**config.mk**
```make
export PLATFORM = sky130hd
export DESIGN_NAME = chip_test_sequencer
export DESIGN_NICKNAME = d
export VERILOG_FILES = /design/src/rtl/chip_test_sequencer.sv
export SDC_FILE = /design/constraint.sdc
export NUM_CORES = 1
export LEC_CHECK = 0
export ABC_AREA = 1
export BUFFER_PORTS_ARGS = -buffer_cell sky130_fd_sc_hd__buf_4
export CORE_MARGIN = 2
export CORE_UTILIZATION = 40
export DETAILED_ROUTE_END_ITERATION = 12
export PLACE_DENSITY = 0.65
export SLEW_MARGIN = 20
export SYNTH_ARGS = -nofsm -noshare
export SYNTH_HDL_FRONTEND = slang
export SYNTH_SLANG_ARGS = --single-unit
```
**constraint.sdc**
```tcl
create_clock -name Clk -period 2.05 [get_ports Clk]
set_input_delay 0.205 -clock Clk [delete_from_list [all_inputs] [get_ports Clk]]
set_output_delay 0.205 -clock Clk [all_outputs]
set_load 0.05 [all_outputs]
```
**src/rtl/chip_test_sequencer.sv**
```systemverilog
// chip_test_sequencer: front-end controller for the DIP chip testers.
// A debounced Start press launches the selected tester, waits for its Done
// (or a timeout), latches the result onto the LEDs and releases the tester.
//
// state     | meaning
// ----------+-----------------------------------------------------------
// S_IDLE    | waiting for a debounced press with a valid Chip_sel
// S_LAUNCH  | Run pulse to the selected tester is high this cycle
// S_WAIT    | waiting for Done from the selected tester, timeout running
// S_SETTLE  | one cycle for the tester's registered RSLT to update
// S_CAPTURE | sample RSLT into the pass/fail LEDs and the pass counter
// S_RELEASE | DISP_RSLT pulse returns the tester to Halted
module chip_test_sequencer #(
    parameter int NUM_CHIPS       = 8,
    parameter int SEL_W           = 3,
    parameter int DEBOUNCE_CYCLES = 16,
    parameter int TIMEOUT_CYCLES  = 1024
) (
    input  logic                 Clk,
    input  logic                 Reset,
    input  logic                 Start_btn,
    input  logic [SEL_W-1:0]     Chip_sel,
    input  logic [NUM_CHIPS-1:0] Done_vec,
    input  logic [NUM_CHIPS-1:0] Rslt_vec,
    output logic [NUM_CHIPS-1:0] Run_vec,
    output logic                 DISP_RSLT,
    output logic                 Pass_led,
    output logic                 Fail_led,
    output logic                 Timeout_led,
    output logic                 Busy,
    output logic [SEL_W-1:0]     Last_chip,
    output logic [7:0]           Pass_count
);

    typedef enum logic [2:0] {
        S_IDLE,
        S_LAUNCH,
        S_WAIT,
        S_SETTLE,
        S_CAPTURE,
        S_RELEASE
    } state_t;

    localparam int DB_W = $clog2(DEBOUNCE_CYCLES + 1);
    localparam int TO_W = $clog2(TIMEOUT_CYCLES + 1);
    localparam logic [DB_W-1:0] DB_LAST = DB_W'(DEBOUNCE_CYCLES - 1);
    localparam logic [TO_W-1:0] TO_LAST = TO_W'(TIMEOUT_CYCLES - 1);

    // Button path
    logic            sync1_q;
    logic            sync2_q;
    logic            db_level_q;
    logic            db_level_d;
    logic            db_prev_q;
    logic [DB_W-1:0] db_cnt_q;
    logic [DB_W-1:0] db_cnt_d;
    logic            start_pulse;

    // Sequencer
    state_t               state_q;
    logic [SEL_W-1:0]     sel_q;
    logic [TO_W-1:0]      to_cnt_q;
    logic [NUM_CHIPS-1:0] run_q;
    logic                 disp_q;
    logic                 pass_q;
    logic                 fail_q;
    logic                 tmo_q;
    logic                 busy_q;
    logic [SEL_W-1:0]     last_q;
    logic [7:0]           pass_cnt_q;
    logic [7:0]           pass_cnt_d;
    logic                 sel_ok;

    // Debounce next-state: the level flips only after DEBOUNCE_CYCLES
    // consecutive mismatching samples; any matching sample restarts the count.
    always_comb begin
        db_cnt_d   = '0;
        db_level_d = db_level_q;
        if (sync2_q != db_level_q) begin
            if (db_cnt_q == DB_LAST) begin
                db_level_d = sync2_q;
            end else begin
                db_cnt_d = db_cnt_q + 1'b1;
            end
        end
    end

    // Two-flop synchronizer, debounce state and edge-detect history.
    always_ff @(posedge Clk) begin
        if (Reset) begin
            sync1_q    <= 1'b0;
            sync2_q    <= 1'b0;
            db_level_q <= 1'b0;
            db_prev_q  <= 1'b0;
            db_cnt_q   <= '0;
        end else begin
            sync1_q    <= Start_btn;
            sync2_q    <= sync1_q;
            db_level_q <= db_level_d;
            db_prev_q  <= db_level_q;
            db_cnt_q   <= db_cnt_d;
        end
    end

    // Only the rising edge of the debounced level starts a test.
    assign start_pulse = db_level_q & ~db_prev_q;
    assign sel_ok      = int'({1'b0, Chip_sel}) < NUM_CHIPS;
    assign pass_cnt_d  = (pass_cnt_q == 8'hFF) ? pass_cnt_q : pass_cnt_q + 8'd1;

    // Sequencer FSM; every output is registered alongside the state.
    always_ff @(posedge Clk) begin
        if (Reset) begin
            state_q    <= S_IDLE;
            sel_q      <= '0;
            to_cnt_q   <= '0;
            run_q      <= '0;
            disp_q     <= 1'b0;
            pass_q     <= 1'b0;
            fail_q     <= 1'b0;
            tmo_q      <= 1'b0;
            busy_q     <= 1'b0;
            last_q     <= '0;
            pass_cnt_q <= '0;
        end else begin
            run_q  <= '0;
            disp_q <= 1'b0;
            case (state_q)
                S_IDLE: begin
                    if (start_pulse && sel_ok) begin
                        sel_q   <= Chip_sel;
                        last_q  <= Chip_sel;
                        pass_q  <= 1'b0;
                        fail_q  <= 1'b0;
                        tmo_q   <= 1'b0;
                        run_q   <= NUM_CHIPS'(1) << Chip_sel;
                        busy_q  <= 1'b1;
                        state_q <= S_LAUNCH;
                    end
                end
                S_LAUNCH: begin
                    to_cnt_q <= '0;
                    state_q  <= S_WAIT;
                end
                S_WAIT: begin
                    // Done wins over a timeout landing in the same cycle.
                    if (Done_vec[sel_q]) begin
                        state_q <= S_SETTLE;
                    end else if (to_cnt_q == TO_LAST) begin
                        tmo_q   <= 1'b1;
                        disp_q  <= 1'b1;
                        state_q <= S_RELEASE;
                    end else begin
                        to_cnt_q <= to_cnt_q + 1'b1;
                    end
                end
                S_SETTLE: begin
                    state_q <= S_CAPTURE;
                end
                S_CAPTURE: begin
                    pass_q <= Rslt_vec[sel_q];
                    fail_q <= ~Rslt_vec[sel_q];
                    if (Rslt_vec[sel_q]) begin
                        pass_cnt_q <= pass_cnt_d;
                    end
                    disp_q  <= 1'b1;
                    state_q <= S_RELEASE;
                end
                S_RELEASE: begin
                    busy_q  <= 1'b0;
                    state_q <= S_IDLE;
                end
                default: begin
                    busy_q  <= 1'b0;
                    state_q <= S_IDLE;
                end
            endcase
        end
    end

    assign Run_vec     = run_q;
    assign DISP_RSLT   = disp_q;
    assign Pass_led    = pass_q;
    assign Fail_led    = fail_q;
    assign Timeout_led = tmo_q;
    assign Busy        = busy_q;
    assign Last_chip   = last_q;
    assign Pass_count  = pass_cnt_q;

endmodule
```
# Yosys cells after proc, flatten, opt, wreduce, memory -nomap -nowiden

Cells that the tools add are included.

Bits in registers: 47
Word-level logic and storage cells: 78

Add/sub/neg operators: 3
$lt $le $gt $ge: 1
Eq/ne operators: 13
Shift operators: 1
Multiplexer cells: 22
Bitwise logic cells: 8
Reductions and logical operators: 15

Operators by type and width:

| kind                                                        | count |
|---|---|
| 2-to-1 mux 11 bit                                           | 2 |
| case mux 11 bit (2 select lines)                            | 1 |
| case mux 3 bit (5 select lines)                             | 1 |
| adder 11 x 1 -> 11 bit (second input constant)              | 1 |
| == test 11 x 10 -> 1 bit (second input constant)            | 1 |
| case mux 1 bit (2 select lines)                             | 5 |
| AND reduction 2 bit                                         | 5 |
| 2-to-1 mux 3 bit                                            | 3 |
| adder 8 x 1 -> 8 bit (second input constant)                | 1 |
| == test 8 bit (second input constant)                       | 1 |
| 2-to-1 mux 1 bit                                            | 8 |
| inequality test 2 bit (second input constant)               | 4 |
| << shifter 1 x 3 -> 8 bit (first input constant)            | 1 |
| NOT 1 bit                                                   | 7 |
| binary-select mux 1 bit (select 3 bit)                      | 2 |
| == test 3 x 2 -> 1 bit (second input constant)              | 2 |
| AND reduction 3 bit                                         | 2 |
| nonzero test 2 bit                                          | 3 |
| OR reduction 3 bit                                          | 2 |
| adder 5 x 1 -> 5 bit (second input constant)                | 1 |
| == test 5 x 4 -> 1 bit (second input constant)              | 1 |
| less-than comparator 3 x 4 -> 1 bit (second input constant) | 1 |
| AND reduction 4 bit                                         | 1 |
| OR reduction 4 bit                                          | 1 |
| 6 further kinds                                             | 6 |

# Depth between registers and ports, before layout

Word-level depth: 4
Gate-level depth with buffers: 11

# Worst setup path before layout

No wires, ideal clock.

Path type: reg-to-reg
Start: reg pass_cnt_q[0], in the netlist Pass_count[0]
End: reg pass_cnt_q[0], in the netlist Pass_count[0]
Library setup time: 0.115 ns
Data arrival time: 1.732 ns
Required time: 1.935 ns
Path slack: 0.203 ns
Stages on the path, launching flop included: 11
Path buffers: 0
Cell sequence: dfxtp_1 > ha_1 > nand2_1 > nor2_1 > nand2_1 > nor2_2 > nand2_2 > nand3_2 > inv_2 > nor2_1 > nor2_1

Word-level cells in the longest chain between the ends: 3

Ends and longest elaborated chain:

| item                                                         | line | source |
|---|---|---|
| start: declaration                                           | 70   | `logic [7:0] pass_cnt_q;` |
| start signal: assignment                                     | 163  | `pass_cnt_q <= pass_cnt_d;` |
| branches (longest 3 deep; another with adder 8 x 1 -> 8 bit) | --   |  |

Parallel ways; which one is timed is not known.
A chain may end at the register's enable or synchronous reset.

# Worst setup path in the final report

Start: reg to_cnt_q[0]
End: reg to_cnt_q[9]

Word-level cells in the longest chain between the ends: 4

Ends and longest elaborated chain:

| item                             | line | source |
|---|---|---|
| start: declaration               | 62   | `logic [TO_W-1:0] to_cnt_q;` |
| start signal: assignment         | 153  | `to_cnt_q <= to_cnt_q + 1'b1;` |
| adder 11 x 1 -> 11 bit           | 153  |  |
| 2-to-1 mux 11 bit                | 148  | `end else if (to_cnt_q == TO_LAST) begin` |
| 2-to-1 mux 11 bit                | 146  | `if (Done_vec[sel_q]) begin` |
| case mux 11 bit (2 select lines) | 127  | `case (state_q)` |

Parallel ways exist; a longest one is shown, timed or not. The select of a mux whose other input is x is not followed.

==> flow_summary.toml <==
[global_route]
grt_max_degree = 24
first_global_vias = 2073
antenna_found_initial = 0
grt_pass1_wl_mm = 8.83
grt_usage_pct = 16.6
grt_overflow = 0

[power_and_ir_drop]
power_leakage_uw = 0.00131
ir_drop_mv = 0.308
power_density_nw_per_um2 = 638

[sta]
fin_crit_sh_pct = 78.6
whs_ns = 0.0925
fin_ws_ns = 0.440
final.min_clock_period_ns = 1.61
tns_ns = 0
max_freq_mhz = 621
final_hold_viol_count = 0
finalClockSkew_ns = 0.00426
worst_slew_pin_slew_ns = 0.503
setup_violations = 0
rsz0062_at_grt = "no"
max_slew_margin_pct = 66.5
slew_viol_final = 0

[yosys]
syn_inst = 364
netlist_area_sq_um = 2430
yosysWarnings = 0
yosysMostFrequentCell = "nand2_1"
synth_area_per_cell_sq_um = 6.68
yosysUniqueCellTypes = 32
synth_fp_nets = 390
synth_top_area_share_pct = 38.7
yosysSeqAreaShare_pct = 38.7
synth_edf_count = 0
yosys.area.top_type = "dfxtp_1"
ys_top_cells_by_count = "93 x nand2_1, 52 x nor2_1, 51 x inv_1"
async_flop_share_pct = 0
yosys_most_used_dff = "dfxtp_1"
synth-seq-cells = 47
synth.area.top_cells = "dfxtp_1 39%, nand2_1 14%, nor2_1 8.0%, inv_1 7.9%, nand3_1 7.6%"

[floorplan]
num_rows = 28
dieArea_sq_um = 6710
coreArea_sq_um = 5890
io-pin-count = 46
die_width_microns = 81.9
start_util_pct = 41.3
die_y_microns = 81.9

[route]
wl_per_cell_microns = 10.6
ant_nets = 0
drtIter0Drc = 104
routed_wl_mm = 5.15
drc = 0
via_per_inst = 4.66
drtPass1Iterations = 4
vias = 2271

[layout]
fillCellCount = 599
regArea_sq_um = 941
nets = 437
syn2layout_area_growth_pct = 21.3
fin_util_pct = 50.1
antenna_cells = 0
multi_input_area_sq_um = 1230
drive_gt1_share_pct = 19.7

[place]
place.gp.congestion = 0.832
portBuffers = 45
hpwl_mm = 3.97
place_ws_ns = 0.432

[clocking]
path_clk_slew_ns = 0.09
root_buffer = "clkbuf_8"
clk-insertion-delay-late_ns = 0.30
holdBufCountCts = 0
clock-sinks = 47
cts_made_buffers = 5
cts_tree = "yes"
cts_buffer_depth = 2
cts_resized = 0
cts.htree.levels = 2
post_cts_buffers = 0

[job]
max-cap-violations = 0

[critical_path]
worstSetupPathType = "flip-flop to flip-flop"
startpoint_type = "flip-flop"
critical_path_buf_inv_count = 2
crit_path_max_fanout = 11
cp.required_ns = 2.26
arrival_ns = 1.82
path_delay_family = "simple AND/OR/NAND/NOR gates"
crit_chain = "ha_1, nand3_2, inv_2, nand3_2, nand2_2, nand2_4, nand2_2, inv_1, nor2_1, nor2_1"
critPathCaptureType = "flip-flop"
slowest_stage = "dfxtp_1"
max_stage_delay_ns = 0.39

[status]
status = "finished, final reports clean"

[min_path]
hp-class = "input port to flip-flop"
[state kept, by name, indices dropped and copies added (netlist names), 3 cells and up]
name / count
to_cnt_q: 11
state_q: 3
Pass_count: 8
Last_chip: 3
db_cnt_q: 5
Run_vec: 8
[worst paths after layout]
kind | startpoint | end | slack [ns] | depth (start not counted)
setup / recovery | to_cnt_q[0] | to_cnt_q[9] | 0.44 | 10
hold / removal | Chip_sel[1] | Run_vec[5] | 0.09 | 2
setup reg to reg | to_cnt_q[0] | to_cnt_q[9] | 0.44 | 10
hold reg to reg | sync1_q | sync2_q | 0.41 | 2
[layer usage]
metal / vias to the layer above / wire length, microns / track usage [%]
li1: 1236 / - / -
met1: 981 / 2490 / 21.4
met2: 49 / 2330 / 27.9
met3: 5 / 275 / 3.74
met4: 0 / 54 / 4.33
met5: - / 0 / 0
[metrics by stage]
| stage | power, uW | area, sq um | instances |
|---|---|---|---|
| final | 1880 | 2950 | 487 |
| after detailed placement | 1220 | 2840 | 479 |
| after CTS | 1900 | 2950 | 487 |
| after floorplan | 1150 | 2430 | 364 |
| after global routing | 1980 | 2950 | 487 |
| after global placement | 1220 | 2840 | 479 |
[report_power, final]
| part | internal [uW] | total, uW | leakage (uW) | switching, uW |
|---|---|---|---|---|
| clock network | 363 | 681 | 0.0000581 | 318 |
| registers | 937 | 963 | 0.000379 | 25.4 |
| logic | 89.3 | 237 | 0.000870 | 148 |
[cell type report]
| cell class | instances | area share [%] |
|---|---|---|
| clock inverter | 3 | 1.49 |
| sequential | 47 | 31.9 |
| timing repair buffer | 47 | 12.0 |
| clock buffer | 5 | 2.33 |
| tap | 75 | 3.18 |
| inverter | 58 | 7.47 |
| multi-input combinational | 252 | 41.6 |
[placed cells by master, fill, tap and decap left out, drive strengths merged, types with 3 or more instances in the layout]
master / n
a21oi: 20
buf: 47
clkbuf: 5
clkinv: 3
dfxtp: 47
ha: 4
inv: 57
nand2: 98
nand3: 42
nand4: 5
nor2: 55
nor3: 10
o21ai: 6
o21bai: 3
xor2: 3
[logic make-up (layout without fill, tap and decap cells)]
family	after synthesis	in the layout	synth area share, %
AND/OR/NAND/NOR	212	212	39.0
adder cells (fa/ha/maj)	4	4	2.06
AO/OA/AOI/OAI	33	33	8.39
flip-flops	47	47	38.7
buffers and inverters	65	113	10.8
XOR/XNOR	3	3	1.08
Power figures use the tool's default switching activity.
